<file path="src/rtl/debug_uart_pkg.sv">
// debug_uart_pkg: shared state encoding and bit-timing helper for the debug UART receiver
package debug_uart_pkg;
  typedef enum logic [2:0] {IDLE, START, DATA, STOP, WAIT_IDLE} state_t;
  function automatic int clks_per_bit(input int clk_hz, input int baud);
    return (clk_hz + baud / 2) / baud;
  endfunction
endpackage

</file>
<file path="src/rtl/debug_uart_rx_if.sv">
// debug_uart_rx_if: valid/ready byte stream from the receiver to its consumer
interface debug_uart_rx_if;
  logic [7:0] out_data;
  logic       out_valid;
  logic       out_ready;
  modport master (output out_data, output out_valid, input out_ready);
  modport slave (input out_data, input out_valid, output out_ready);
endinterface

</file>
<file path="src/rtl/sync_2ff.sv">
// sync_2ff: two-flop synchronizer for an asynchronous single-bit input
module sync_2ff #(
  parameter logic RST_VAL = 1'b1
) (
  input  logic clk,
  input  logic reset,
  input  logic i_d,
  output logic o_q
);
  logic [1:0] r_sync;
  // shift the raw input through two flops, presetting both to the idle level
  always_ff @(posedge clk or posedge reset)
    if (reset) r_sync <= {2{RST_VAL}};
    else r_sync <= {r_sync[0], i_d};
  assign o_q = r_sync[1];
endmodule

</file>
<file path="src/rtl/debug_uart_rx.sv">
// debug_uart_rx: 8N1 UART receiver with mid-bit sampling and a one-deep valid/ready output
module debug_uart_rx
  import debug_uart_pkg::*;
#(
  parameter int CLK_HZ = 74250000,
  parameter int BAUD   = 115200
) (
  input  logic             clk,
  input  logic             reset,
  input  logic             rx,
  debug_uart_rx_if.master  dout,
  output logic             framing_error,
  output logic             overrun,
  output logic             busy
);
  localparam int CPB = clks_per_bit(CLK_HZ, BAUD);
  localparam int CW  = $clog2(CPB);
  localparam logic [CW-1:0] HALF = CW'(CPB / 2 - 1);
  localparam logic [CW-1:0] FULL = CW'(CPB - 1);
  if (CPB < 4) begin : g_cpb_check
    $error("debug_uart_rx: CLKS_PER_BIT must be at least 4");
  end
  logic          w_rx_s;
  state_t        r_state, w_state;
  logic [CW-1:0] r_cnt, w_cnt;
  logic [2:0]    r_bits, w_bits;
  logic [7:0]    r_shift, w_shift;
  logic          w_done, w_ferr;
  logic [7:0]    r_data;
  logic          r_valid, r_ferr, r_ovr;
  sync_2ff #(.RST_VAL(1'b1)) u_sync (
    .clk   (clk),
    .reset (reset),
    .i_d   (rx),
    .o_q   (w_rx_s)
  );
  // receiver state, bit timer, bit index and shift register
  always_ff @(posedge clk or posedge reset)
    if (reset) begin
      r_state <= IDLE;
      r_cnt   <= '0;
      r_bits  <= '0;
      r_shift <= '0;
    end else begin
      r_state <= w_state;
      r_cnt   <= w_cnt;
      r_bits  <= w_bits;
      r_shift <= w_shift;
    end
  // next-state: half-bit wait to the start-bit centre, then one sample per bit period
  always_comb begin
    w_state = r_state;
    w_cnt   = r_cnt;
    w_bits  = r_bits;
    w_shift = r_shift;
    w_done  = 1'b0;
    w_ferr  = 1'b0;
    case (r_state)
      IDLE:
        if (!w_rx_s) begin
          w_state = START;
          w_cnt   = HALF;
        end
      START:
        if (r_cnt != '0) w_cnt = r_cnt - 1'b1;
        else if (w_rx_s) w_state = IDLE;
        else begin
          w_state = DATA;
          w_cnt   = FULL;
          w_bits  = '0;
        end
      DATA:
        if (r_cnt != '0) w_cnt = r_cnt - 1'b1;
        else begin
          w_shift = {w_rx_s, r_shift[7:1]};
          w_cnt   = FULL;
          w_bits  = r_bits + 3'd1;
          w_state = (r_bits == 3'd7) ? STOP : DATA;
        end
      STOP:
        if (r_cnt != '0) w_cnt = r_cnt - 1'b1;
        else begin
          w_done  = w_rx_s;
          w_ferr  = !w_rx_s;
          w_state = w_rx_s ? IDLE : WAIT_IDLE;
        end
      WAIT_IDLE:
        if (w_rx_s) w_state = IDLE;
      default: w_state = IDLE;
    endcase
  end
  // output holding register: a completed byte loads only if the slot is free or being drained
  always_ff @(posedge clk or posedge reset)
    if (reset) begin
      r_data  <= '0;
      r_valid <= 1'b0;
      r_ferr  <= 1'b0;
      r_ovr   <= 1'b0;
    end else begin
      r_ferr <= w_ferr;
      r_ovr  <= w_done && r_valid && !dout.out_ready;
      if (w_done && (!r_valid || dout.out_ready)) begin
        r_data  <= r_shift;
        r_valid <= 1'b1;
      end else if (dout.out_ready) r_valid <= 1'b0;
    end
  assign dout.out_data  = r_data;
  assign dout.out_valid = r_valid;
  assign framing_error  = r_ferr;
  assign overrun        = r_ovr;
  assign busy           = r_state != IDLE;
endmodule
</file>
<file path="src/flat_wrapper.sv">
// flat-port wrapper written by rule: the top's interface ports become plain ports
module debug_uart_rx_flat import debug_uart_pkg::*;
#(
  parameter int CLK_HZ = 74250000,
  parameter int BAUD   = 115200
)
  (clk, reset, rx, framing_error, overrun, busy, dout_out_data, dout_out_valid, dout_out_ready);
  debug_uart_rx_if dout_i ();
  input  logic clk;
  input  logic reset;
  input  logic rx;
  output logic framing_error;
  output logic overrun;
  output logic busy;
  output wire logic [$bits(dout_i.out_data)-1:0] dout_out_data;
  output wire logic [$bits(dout_i.out_valid)-1:0] dout_out_valid;
  input wire logic [$bits(dout_i.out_ready)-1:0] dout_out_ready;
  assign dout_out_data = dout_i.out_data;
  assign dout_out_valid = dout_i.out_valid;
  assign dout_i.out_ready = dout_out_ready;
  debug_uart_rx #(.CLK_HZ(CLK_HZ), .BAUD(BAUD)) u_core (.clk(clk), .reset(reset), .rx(rx), .dout(dout_i), .framing_error(framing_error), .overrun(overrun), .busy(busy));
endmodule
</file>
<file path="config.mk">
export PLATFORM = sky130hd
export DESIGN_NAME = debug_uart_rx_flat
export DESIGN_NICKNAME = d
export VERILOG_FILES = /design/src/rtl/debug_uart_pkg.sv /design/src/rtl/debug_uart_rx_if.sv /design/src/rtl/sync_2ff.sv /design/src/rtl/debug_uart_rx.sv /design/src/flat_wrapper.sv
export SDC_FILE = /design/constraint.sdc
export NUM_CORES = 1
export LEC_CHECK = 0
export CORE_MARGIN = 2
export CORE_UTILIZATION = 49
export DETAILED_ROUTE_END_ITERATION = 7
export GPL_ROUTABILITY_DRIVEN = 0
export PLACE_DENSITY = 0.7
export SETUP_SLACK_MARGIN = 0.15
export SLEW_MARGIN = 40
export SYNTH_ARGS = -nofsm -noshare
export SYNTH_HDL_FRONTEND = slang
export SYNTH_SLANG_ARGS = --single-unit
</file>
<file path="constraint.sdc">
create_clock -name clk -period 3.31 [get_ports clk]
set_input_delay 0.662 -clock clk [delete_from_list [all_inputs] [get_ports clk]]
set_output_delay 0.662 -clock clk [all_outputs]
set_load 0.01 [all_outputs]
</file>
Word-level counts from Yosys, hierarchy flattened
Cells that the tools add are included.
{ "totals": {"reg_bits": 37, "out_inout_bits": 12, "wordCells": 67} }
{ "op_classes": {"add_sub_neg": 2, "eq_ne": 13, "n_mux": 25, "n_bitwise": 1, "reduce_logical": 17} }
{ "ops": {"columns": ["cell", "count"], "rows": [
  ["10-bit 2-to-1 mux", 5],
  ["10-bit case mux with 4 select lines", 1],
  ["3-bit 2-to-1 mux", 9],
  ["3-bit case mux with 5 select lines", 1],
  ["2-bit != test, second input constant", 6],
  ["10-bit nonzero test", 1],
  ["10-bit by 1-bit subtractor with 10-bit output, second input constant", 1],
  ["4-bit AND reduction", 2],
  ["1-bit 2-to-1 mux", 7],
  ["3-bit by 2-bit == test with 1-bit output, second input constant", 2],
  ["3-bit == test, second input constant", 2],
  ["3-bit case mux with 2 select lines", 1],
  ["5-bit AND reduction", 1],
  ["2-bit nonzero test", 2],
  ["4-bit nonzero test", 1],
  ["3-bit by 1-bit adder with 3-bit output, second input constant", 1],
  ["3-bit by 1-bit == test with 1-bit output, second input constant", 1],
  ["1-bit logical AND", 3],
  ["1-bit zero test", 3],
  ["3-bit zero test", 1],
  ["3-bit by 2-bit != test with 1-bit output, second input constant", 1],
  ["3-bit nonzero test", 1],
  ["2-bit 2-to-1 mux", 1],
  ["2-bit by 1-bit != test with 1-bit output, second input constant", 1],
  ["other kinds (3)", 3]
]} }

Longest topological paths before layout
Gate-level depths: netlist of run 1.
{ "depth": {"depth_word": 5, "ltp_mapped": 9, "depth_no_buf": 7} }

Modules after synthesis
Synthesis of run 1 repeated with hierarchy kept, for this count alone.
{ "unflattened": {"cells_unflattened": 171, "hier_area_um2": 1890.6} }
{ "by_module_without_submodules": {"columns": ["mod", "instances", "cells_per_inst", "area_per_inst_um2"], "rows": [
  ["debug_uart_rx", 1, 168, 1834.3],
  ["sync_2ff", 1, 3, 56.3]
]} }

Worst setup path before layout of run 1
OpenSTA, ideal clock, no wires.
{ "synth_path": {"path_kind": "register to register", "from": "register u_core.r_cnt[2]", "to": "register u_core.r_data[0], in the netlist u_core.dout.out_data[0]", "setup_time_ns": 0.125, "arrival_time_ns": 2.160, "t_required_ns": 3.185, "setup_slack_ns": 1.025, "stages_incl_launch_ff": 8, "path_buffers": 2, "path_cell_list": "dfrtp_1 > or4_1 > buf_2 > nor3_2 > nand4_1 > nor2b_1 > buf_4 > mux2_2"} }
{ "synth_via": {"elab_chain_cells": 4} }
{ "synth_lines": {"columns": ["element", "line_no", "source"], "rows": [
  ["start: declaration", "debug_uart_rx.sv:25", "logic [CW-1:0] r_cnt, w_cnt;"],
  ["start signal: assignment", "debug_uart_rx.sv:46", "r_cnt <= w_cnt;"],
  ["10-bit nonzero test", "debug_uart_rx.sv:81", "if (r_cnt != '0) w_cnt = r_cnt - 1'b1;"],
  ["1-bit 2-to-1 mux", "debug_uart_rx.sv:81", null],
  ["1-bit 2-to-1 mux", "debug_uart_rx.sv:58", "case (r_state)"],
  ["1-bit logical AND", "debug_uart_rx.sv:102", "if (w_done && (!r_valid || dout.out_ready)) begin"],
  ["end signal: assignment", "debug_uart_rx.sv:103", "r_data <= r_shift;"],
  ["end: declaration", "debug_uart_rx.sv:29", "logic [7:0] r_data;"]
]} }
No other way between the ends.
A chain may end at the register's enable or synchronous reset.

Worst setup path after layout of run 1
{ "layout_path": {"from": "register u_core.r_cnt[2]", "to": "register u_core.r_data[3], in the netlist u_core.dout.out_data[3]"} }
Same word-level chain as after synthesis.

==> results of run 1 <==
## state kept, by name, summed over array words and instances (netlist names)
name,cells
u_core.r_cnt,10
u_core.dout.out_data,8
u_core.r_shift,8
u_core.r_bits,3
u_core.r_state,3
u_core.u_sync.r_sync,2
u_core.dout.out_valid,1
u_core.framing_error,1
u_core.overrun,1
## stage by stage
step                utilization [%]  cells
finish                        58.67    233
global route                  58.67    233
detailed placement            56.92    226
floorplan                         -    170
CTS                           58.67    233
global placement              56.92    226
## synth_stat cells, types with 3 or more instances
cell type,n
a21oi_1,6
clkbuf_1,3
dfrtp_1,35
ha_1,4
inv_1,7
mux2_2,8
nand2_1,37
nor2_1,7
nor3_1,6
o21ai_0,9
or3_1,3
or4_1,3
## layout make-up
type | count | area share [%]
sequential | 37 | 47.05
multi-input combinational | 119 | 37.35
timing repair buffer | 17 | 8.370
tap | 46 | 2.917
clock buffer | 6 | 2.600
inverter | 7 | 1.332
clock inverter | 1 | 0.3805
## logic make-up (layout without fill, tap and decap cells)
logic type,after synthesis,after routing,share of synthesized area (%)
buffers and inverters,14,31,3.830
adder cells (fa/ha/maj),4,4,2.890
XOR/XNOR,1,1,0.5059
flip-flops,37,37,53.61
multiplexers,8,8,5.203
AND/OR/NAND/NOR,70,70,19.65
AO/OA/AOI/OAI,36,36,14.31
## worst register-to-register path: cells and delay by family (launching register included)
kind	cells	cell delay, ns
and+or+nand+nor	4	1.52
buffers and inverters	1	0.19
DFF	1	0.46
muxes	1	0.35
## routing by layer
metal  vias to the layer above  global-route usage [%]  part of all wire (%)
li1                        642                       -                     -
met1                       658                   26.21                    46
met2                        44                   29.47                    46
met3                        10                   4.107                   5.9
met4                         0                   8.152                   2.0
met5                         -                       0                     0
## cells in the final DEF, fill, tap and decap left out, types with 2 or more instances in the layout
cell             instances
dfrtp_1                 35
o311ai_0                 2
nor2b_1                  2
a31oi_1                  2
nand3_1                  2
nor3_1                   6
inv_1                    7
nor2_1                   7
mux2_2                   8
or4_1                    3
buf_4                    2
clkbuf_4                 5
a2bb2oi_1                2
nor4_1                   2
or3_1                    3
clkdlybuf4s50_1         15
a21oi_1                  6
o21ai_0                  9
o22ai_1                  2
nand2_1                 37
ha_1                     4
a22o_1                   2
nand2b_1                 2
dfstp_2                  2
## how the worst max path moves through the flow
| stage | endpoint | slack, ns | cells past startpoint |
|---|---|---|---|
| after floorplan | u_core.dout.out_data[0]$_DFFE_PP0P_ | 1.03 | 7 |
| after global placement | u_core.dout.out_data[6]$_DFFE_PP0P_ | 0.82 | 6 |
| after detailed placement | u_core.dout.out_data[3]$_DFFE_PP0P_ | 0.74 | 6 |
| after CTS | u_core.dout.out_data[3]$_DFFE_PP0P_ | 0.73 | 6 |
| after global routing | u_core.dout.out_data[5]$_DFFE_PP0P_ | 0.54 | 6 |
| final | u_core.dout.out_data[3]$_DFFE_PP0P_ | 0.71 | 6 |
## power groups by stage
| stage | clock network, W | logic (W) | registers (W) |
|---|---|---|---|
| 6_report | 0.000241 | 0.0000153 | 0.000455 |
| 5_1_grt | 0.000269 | 0.0000182 | 0.000456 |
| 4_1_cts | 0.000250 | 0.0000159 | 0.000456 |
| 3_5_place_dp | 0 | 0.0000159 | 0.000464 |
| 3_3_place_gp | 0 | 0.0000157 | 0.000464 |
| 2_1_floorplan | 0 | 0.00000869 | 0.000464 |
==> impl_metrics.yaml, run 1 <==
status:
  status: "finished, final reports clean"
setup_path:
  crit_chain: "or4_1, nor3_2, nand4_1, nor2b_1, buf_4, mux2_2"
  crit_slowest_cell: "or4_1"
  startpoint: "u_core.r_cnt[2]$_DFFE_PP0P_"
  worstPathArrival_ns: 2.84
  r2r-start: "u_core.r_cnt[2]$_DFFE_PP0P_"
  critPathBufInv: 1
  r2r_cells: 6
  cp-end-kind: "flop"
  cp_max_fo: 8
  r2r_end: "u_core.dout.out_data[3]$_DFFE_PP0P_"
  crit_type: "flop to flop"
  rrSetupSlack_ns: 0.71
  cp-start-kind: "flop"
  crit_family: "simple AND/OR/NAND/NOR gates"
  required_ns: 3.55
  cpPeakStageDelay_ns: 0.66
detailed_routing:
  wl_per_cell_um: 14.57
  remaining_drc_errors: 0
  drt_iter0_markers: 84
  first_pass_iters: 4
  via_per_inst: 5.811
  drt_wl_total_um: 3394
  antenna_left: 0
  vias: 1354
global_routing:
  grt_overflow: 0
  grt_pass1_wl_um: 6009
  track_usage_pct: 19.14
  antenna_found_initial: 0
  grt_max_degree: 23
  grt_pass1_vias: 1308
sta:
  tightestPinTransition_ns: 0.5877
  fmax_ghz: 0.3839
  maxSlewViolCount: 0
  finalCriticalPeriod_ns: 2.605
  setup_ws_ns: 0.7054
  min_period_over_period_pct: 78.69
  grt_setup_unrepaired: "no"
  slew_headroom_pct: 60.78
  fin_hold_ws_ns: 0.3630
  setup_viol: 0
  tns_ns: 0
  hold_viol_final: 0
  finClkSkew_ns: 0.01153
synth:
  yosysTopAreaCell: "dfrtp_1"
  synthCells: 170
  yosysTopAreaCellShare_pct: 50.58
  yosysWarnings: 0
  synth.avg_cell_area_um2: 10.19
  async_reset_ff_share_pct: 100.0
  synth_edf_count: 0
  synth_cell_types: 43
  ys_ff_latch: 37
  ys_seq_area_share_pct: 53.61
  synth.area.top_cells: "dfrtp_1 (51%), nand2_1 (8.0%), mux2_2 (5.2%)"
  synthesis.area_um2: 1732
  dominantRegCellSynth: "dfrtp_1"
  syn_nets: 178
cts:
  clk_pin_slew_worst_paths_ns: 0.11
  insertion_delay_ns: 0.35
  cts-root-buf: "clkbuf_4"
  numClockSinks: 37
  numCtsBuffers: 5
  tritoncts: "done"
  max-clock-path-buffers: 2
  cts_setup_buffers: 0
  cts_resized: 0
  hold_buffers: 0
  htreeDepth: 2
power_and_ir_drop:
  vdd.ir_drop.worst_mv: 0.2105
  p_comb_share_pct: 2.1
  finalPower_w: 0.0007122
  swShare_pct: 21.62
  p_leak_nw: 0.9050
  power_per_cell_area_nw_per_um2: 360.9
  seqPwrFrac_pct: 64.0
  switchingPower_w: 0.0001540
  clock_power_share_pct: 33.9
  power.internal_w: 0.0005582
placement:
  port_buffers: 15
  dp_hpwl_um: 2430
  place_area_um2: 1914
  dp_slack_ns: 0.7415
finish:
  register_area_um2: 928.4
  nets: 195
  final_layout_size_suffix_gt1_share_pct: 12.83
  n_antenna_cell: 0
  final_cell_area_um2: 1973
  syn_to_final_growth_pct: 13.94
  n_fill_cell: 299
  multiInputGateArea_um2: 737.0
hold_path:
  hp-start: "u_core.u_sync.r_sync[0]$_DFF_PP1_"
  hold_end: "u_core.u_sync.r_sync[1]$_DFF_PP1_"
  hold_path_class: "flop to flop"
  worstHoldPathCells: 0
floorplanning:
  initial_core_util_pct: 51.49
  die_h_um: 63.45
  die_area_um2: 4025
  die_w_um: 63.45
  num_rows: 21
  core_area_um2: 3363
  io_pins: 16
run:
  drv_cap: 0
Note: power is estimated with default switching activity, not from simulation.
==> inputs of run 2 (changes only) <==
clock period = 2.5 ns   (was 3.31 ns; I/O delays follow)
==> impl_metrics.yaml, run 2 (synthesis results as in run 1) <==
cts:
  htreeDepth: 2
  numClockSinks: 37
  insertion_delay_ns: 0.33
  cts_setup_buffers: 0
  clk_pin_slew_worst_paths_ns: 0.11
  tritoncts: "done"
  max-clock-path-buffers: 2
  cts-root-buf: "clkbuf_4"
  numCtsBuffers: 5
  hold_buffers: 0
global_routing:
  grt_pass1_vias: 1251
  track_usage_pct: 18.74
  grt_max_degree: 38
  grt_pass1_wl_um: 5878
  antenna_found_initial: 0
  grt_overflow: 0
setup_path:
  required_ns: 2.00
  cp_max_fo: 13
  crit_family: "flip-flops"
  cp-end-kind: "output pin"
  cp-start-kind: "flop"
  cpPeakStageDelay_ns: 0.53
  worstPathArrival_ns: 1.79
  crit_chain: "or3_1, clkdlybuf4s50_1"
  critPathBufInv: 1
  crit_slowest_cell: "dfrtp_1"
  crit_type: "flop to output pin"
status:
  status: "finished, final reports clean"
power_and_ir_drop:
  vdd.ir_drop.worst_mv: 0.4230
  p_leak_nw: 0.9473
  power_per_cell_area_nw_per_um2: 509.0
finish:
  final_common_cell: "nand2_1"
  final_layout_size_suffix_gt1_share_pct: 18.23
  n_fill_cell: 291
  n_antenna_cell: 0
  largest_register_ff_count: 10
  nets: 199
  layout_common_cells: "nand2_1 (37), dfrtp_1 (34), clkdlybuf4s50_1 (15)"
  syn_to_final_growth_pct: 18.86
  top_register: "u_core.r_cnt"
sta:
  setup_ws_ns: 0.2141
  finClkSkew_ns: 0.009202
  min_period_over_period_pct: 91.43
  maxSlewViolCount: 0
  setup_viol: 0
  finalCriticalPeriod_ns: 2.286
  tightestPinTransition_ns: 0.4812
  grt_setup_unrepaired: "yes"
  tns_ns: 0
  hold_viol_final: 0
  slew_headroom_pct: 67.63
  fmax_ghz: 0.4375
placement:
  port_buffers: 15
  dp_hpwl_um: 2389
  dp_slack_ns: 0.1699
detailed_routing:
  first_pass_iters: 4
  drt_iter0_markers: 77
  drt_wl_total_um: 3262
  remaining_drc_errors: 0
  vias: 1326
  antenna_left: 0
  via_per_inst: 5.571
  wl_per_cell_um: 13.71
floorplanning:
  core_area_um2: 3363
  die_area_um2: 4025
  initial_core_util_pct: 51.49
  num_rows: 21
  io_pins: 16
  die_w_um: 63.45
  die_h_um: 63.45
hold_path:
  hold_path_class: "flop to flop"
run:
  drv_cap: 0
run 2: final timing paths:
path / from / end / slack, ns / depth (start not counted)
max: u_core.r_state[0]$_DFFE_PP0P_ / busy / 0.21 / 2
min: u_core.u_sync.r_sync[0]$_DFF_PP1_ / u_core.u_sync.r_sync[1]$_DFF_PP1_ / 0.35 / 0
max reg2reg: u_core.r_cnt[3]$_DFFE_PP0P_ / u_core.r_bits[2]$_DFFE_PP0P_ / 0.28 / 5
min reg2reg: u_core.u_sync.r_sync[0]$_DFF_PP1_ / u_core.u_sync.r_sync[1]$_DFF_PP1_ / 0.35 / 0
max in group asynchronous: reset / u_core.u_sync.r_sync[0]$_DFF_PP1_ / 1.58 / 3
min in group asynchronous: reset / u_core.r_state[1]$_DFFE_PP0P_ / 0.57 / 3
run 2: layout make-up:
cell class                      count  area (um2)  share of cell area, %
Sequential cell                    37       929.6                  45.17
Inverter                            7       26.28                  1.277
Clock inverter                      2       37.54                  1.824
Timing Repair Buffer               21       195.2                  9.483
Multi-Input combinational cell    119       760.7                  36.96
Tap cell                           46       57.56                  2.796
Clock buffer                        6       51.30                  2.492
run 2: what timing repair did:
action / 4_1_cts / 5_1_grt
hold endpoints to repair: 0 / 0
resized for setup: 0 / 7
setup endpoints to repair: 0 / 22
run 2: layer usage:
layer,track usage (%),up-vias,routed length [um]
met4,6.793,0,34
met5,0,-,0
met3,4.107,4,181
met2,28.42,48,1530
li1,-,652,-
met1,26.50,622,1516
run 2: through the flow:
step                total power [W]  util (%)  area (um2)  std cells  hold slack, ns
finish                     0.001048     61.20        2058        238          0.3529
global route               0.001099     61.20        2058        238          0.3499
CTS                        0.001065     60.45        2033        238          0.3558
detailed placement        0.0006355     57.81        1944        230          0.3485
global placement          0.0006350     57.81        1944        230          0.3477
floorplan                 0.0006254         -        1732        170          0.3452
run 2: worst register-to-register path: cells and delay by family, from the launching register on:
kind | cells | cell delay, ns
buffers and inverters | 1 | 0.17
AOI/OAI and AO/OA | 2 | 0.52
DFF | 1 | 0.45
and+or+nand+nor | 2 | 0.99
run 2: report_power, final:
part | switching [W] | leakage, nW | total, W | internal (W)
sequential | 0.00000191 | 0.488 | 0.000603 | 0.000601
clock | 0.000187 | 0.0445 | 0.000424 | 0.000238
combinational | 0.0000138 | 0.415 | 0.0000203 | 0.00000648
total | 0.000202 | 0.947 | 0.00105 | 0.000845
==> inputs of run 3 (changes only) <==
--- a/config.mk
+++ b/config.mk
@@ -10,4 +10,4 @@
 export DETAILED_ROUTE_END_ITERATION = 7
+export DONT_BUFFER_PORTS = 1
 export GPL_ROUTABILITY_DRIVEN = 0
-export PLACE_DENSITY = 0.7
 export SETUP_SLACK_MARGIN = 0.15
--- a/constraint.sdc
+++ b/constraint.sdc
@@ -3,2 +3,2 @@
 set_output_delay 0.5 -clock clk [all_outputs]
-set_load 0.01 [all_outputs]
+set_load 0.02 [all_outputs]
==> impl_metrics.yaml, run 3 (synthesis results as in run 1) <==
status:
  status: "finished, final reports clean"
cts:
  tritoncts: "done"
  max-clock-path-buffers: 2
  cts-root-buf: "clkbuf_4"
  numClockSinks: 37
  cts_setup_buffers: 0
  clk_pin_slew_worst_paths_ns: 0.11
  htreeDepth: 2
  numCtsBuffers: 5
  insertion_delay_ns: 0.34
setup_path:
  cp_max_fo: 8
  required_ns: 2.74
  crit_type: "flop to flop"
  worstPathArrival_ns: 2.42
  cp-end-kind: "flop"
  cp-start-kind: "flop"
  r2r_cells: 6
finish:
  layout_common_cells: "nand2_1 (37), dfrtp_1 (35), o21ai_0 (9)"
  largest_register_ff_count: 10
  top_register: "u_core.r_cnt"
  register_area_um2: 928.4
  n_fill_cell: 313
  syn_to_final_growth_pct: 9.826
  final_common_cell: "nand2_1"
  final_layout_size_suffix_gt1_share_pct: 19.10
  n_antenna_cell: 0
  multiInputGateArea_um2: 760.7
  nets: 185
run:
  drv_cap: 0
placement:
  dp_hpwl_um: 2319
  port_buffers: 0
sta:
  maxSlewViolCount: 0
  fmax_ghz: 0.4593
  hold_viol_final: 0
  grt_setup_unrepaired: "no"
  tns_ns: 0
  fin_hold_ws_ns: 0.06850
  tightestPinTransition_ns: 0.5388
  setup_viol: 0
  finClkSkew_ns: 0.004527
  slew_headroom_pct: 64.04
  finalCriticalPeriod_ns: 2.177
  min_period_over_period_pct: 87.09
detailed_routing:
  drt_iter0_markers: 63
  drt_wl_total_um: 3329
  remaining_drc_errors: 0
  antenna_left: 0
  vias: 1303
  via_per_inst: 5.817
  first_pass_iters: 4
  wl_per_cell_um: 14.86
global_routing:
  grt_pass1_wl_um: 5699
  grt_pass1_vias: 1187
  antenna_found_initial: 0
  track_usage_pct: 18.64
  grt_overflow: 0
  grt_max_degree: 25
power_and_ir_drop:
  power_per_cell_area_nw_per_um2: 541.8
  vdd.ir_drop.worst_mv: 0.3017
  p_leak_nw: 0.8993
  p_comb_share_pct: 1.7
  clock_power_share_pct: 39.8
  seqPwrFrac_pct: 58.5
  power.internal_w: 0.0008141
  switchingPower_w: 0.0002162
  swShare_pct: 20.98
hold_path:
  hold_path_class: "input pin to asynchronous set/reset pin"
floorplanning:
  die_h_um: 63.45
  die_w_um: 63.45
  die_area_um2: 4025
  core_area_um2: 3363
  io_pins: 16
  num_rows: 21
  initial_core_util_pct: 51.49
run 3: cell count changes in the layout (fill, tap and decap cells not counted), sizes merged:
cell           delta
buf               +1
clkinv            +1
clkinvlp          -1
clkdlybuf4s50    -15
run 3: power groups by stage:
stage | Combinational, W | Clock [W] | Sequential (W)
final | 0.0000174 | 0.000410 | 0.000603
after global routing | 0.0000209 | 0.000451 | 0.000604
after CTS | 0.0000180 | 0.000417 | 0.000603
after detailed placement | 0.0000180 | 0 | 0.000615
after global placement | 0.0000174 | 0 | 0.000615
after floorplan | 0.0000115 | 0 | 0.000614
run 3: path summary, 6_finish.rpt:
check / from / end / slack [ns]
max in group asynchronous: reset / u_core.u_sync.r_sync[0]$_DFF_PP1_ / 1.67
min in group clk: rx / u_core.u_sync.r_sync[0]$_DFF_PP1_ / 0.14
setup / recovery: u_core.r_cnt[6]$_DFFE_PP0P_ / u_core.dout.out_data[7]$_DFFE_PP0P_ / 0.32
hold reg to reg: u_core.u_sync.r_sync[0]$_DFF_PP1_ / u_core.u_sync.r_sync[1]$_DFF_PP1_ / 0.36
hold / removal: reset / u_core.framing_error$_DFF_PP0_ / 0.07
setup reg to reg: u_core.r_cnt[6]$_DFFE_PP0P_ / u_core.dout.out_data[7]$_DFFE_PP0P_ / 0.32
run 3: layout make-up:
type | instances | area share [%]
Timing Repair Buffer | 7 | 2.763
Inverter | 7 | 1.382
Clock inverter | 2 | 1.842
Clock buffer | 6 | 2.171
Tap cell | 46 | 3.026
Sequential cell | 37 | 48.82
Multi-Input combinational cell | 119 | 40.00
run 3: worst max-delay path, stage by stage, from the launching register on:
cell and delay, ns:
dfrtp_1 0.45, or4_4 0.60, nor3_2 0.17, nand4_1 0.18, nor2b_1 0.15, buf_4 0.18, mux2_2 0.34
run 3: through the flow:
stage	power [W]	utilization [%]	instances	setup slack (ns)	cell area [um2]
detailed placement	0.0006326	53.57	216	0.1305	1802
floorplan	0.0006254	-	170	0.2153	1732
global placement	0.0006319	53.57	216	0.2029	1802
CTS	0.001038	55.99	224	0.1741	1883
finish	0.001030	56.55	224	0.3228	1902
global route	0.001076	56.55	224	0.2292	1902
run 3: routing by layer:
metal / vias up / GRT usage [%] / wire length [um]
met4: 0 / 7.337 / 68
met1: 643 / 25.82 / 1577
met5: - / 0 / 0
met2: 34 / 26.97 / 1510
li1: 618 / - / -
met3: 8 / 6.250 / 173
run 3: timing repair:
item / CTS / global route
hold buffers: 0 / 0
gates resized for setup: 1 / 4
setup endpoints to repair: 8 / 16
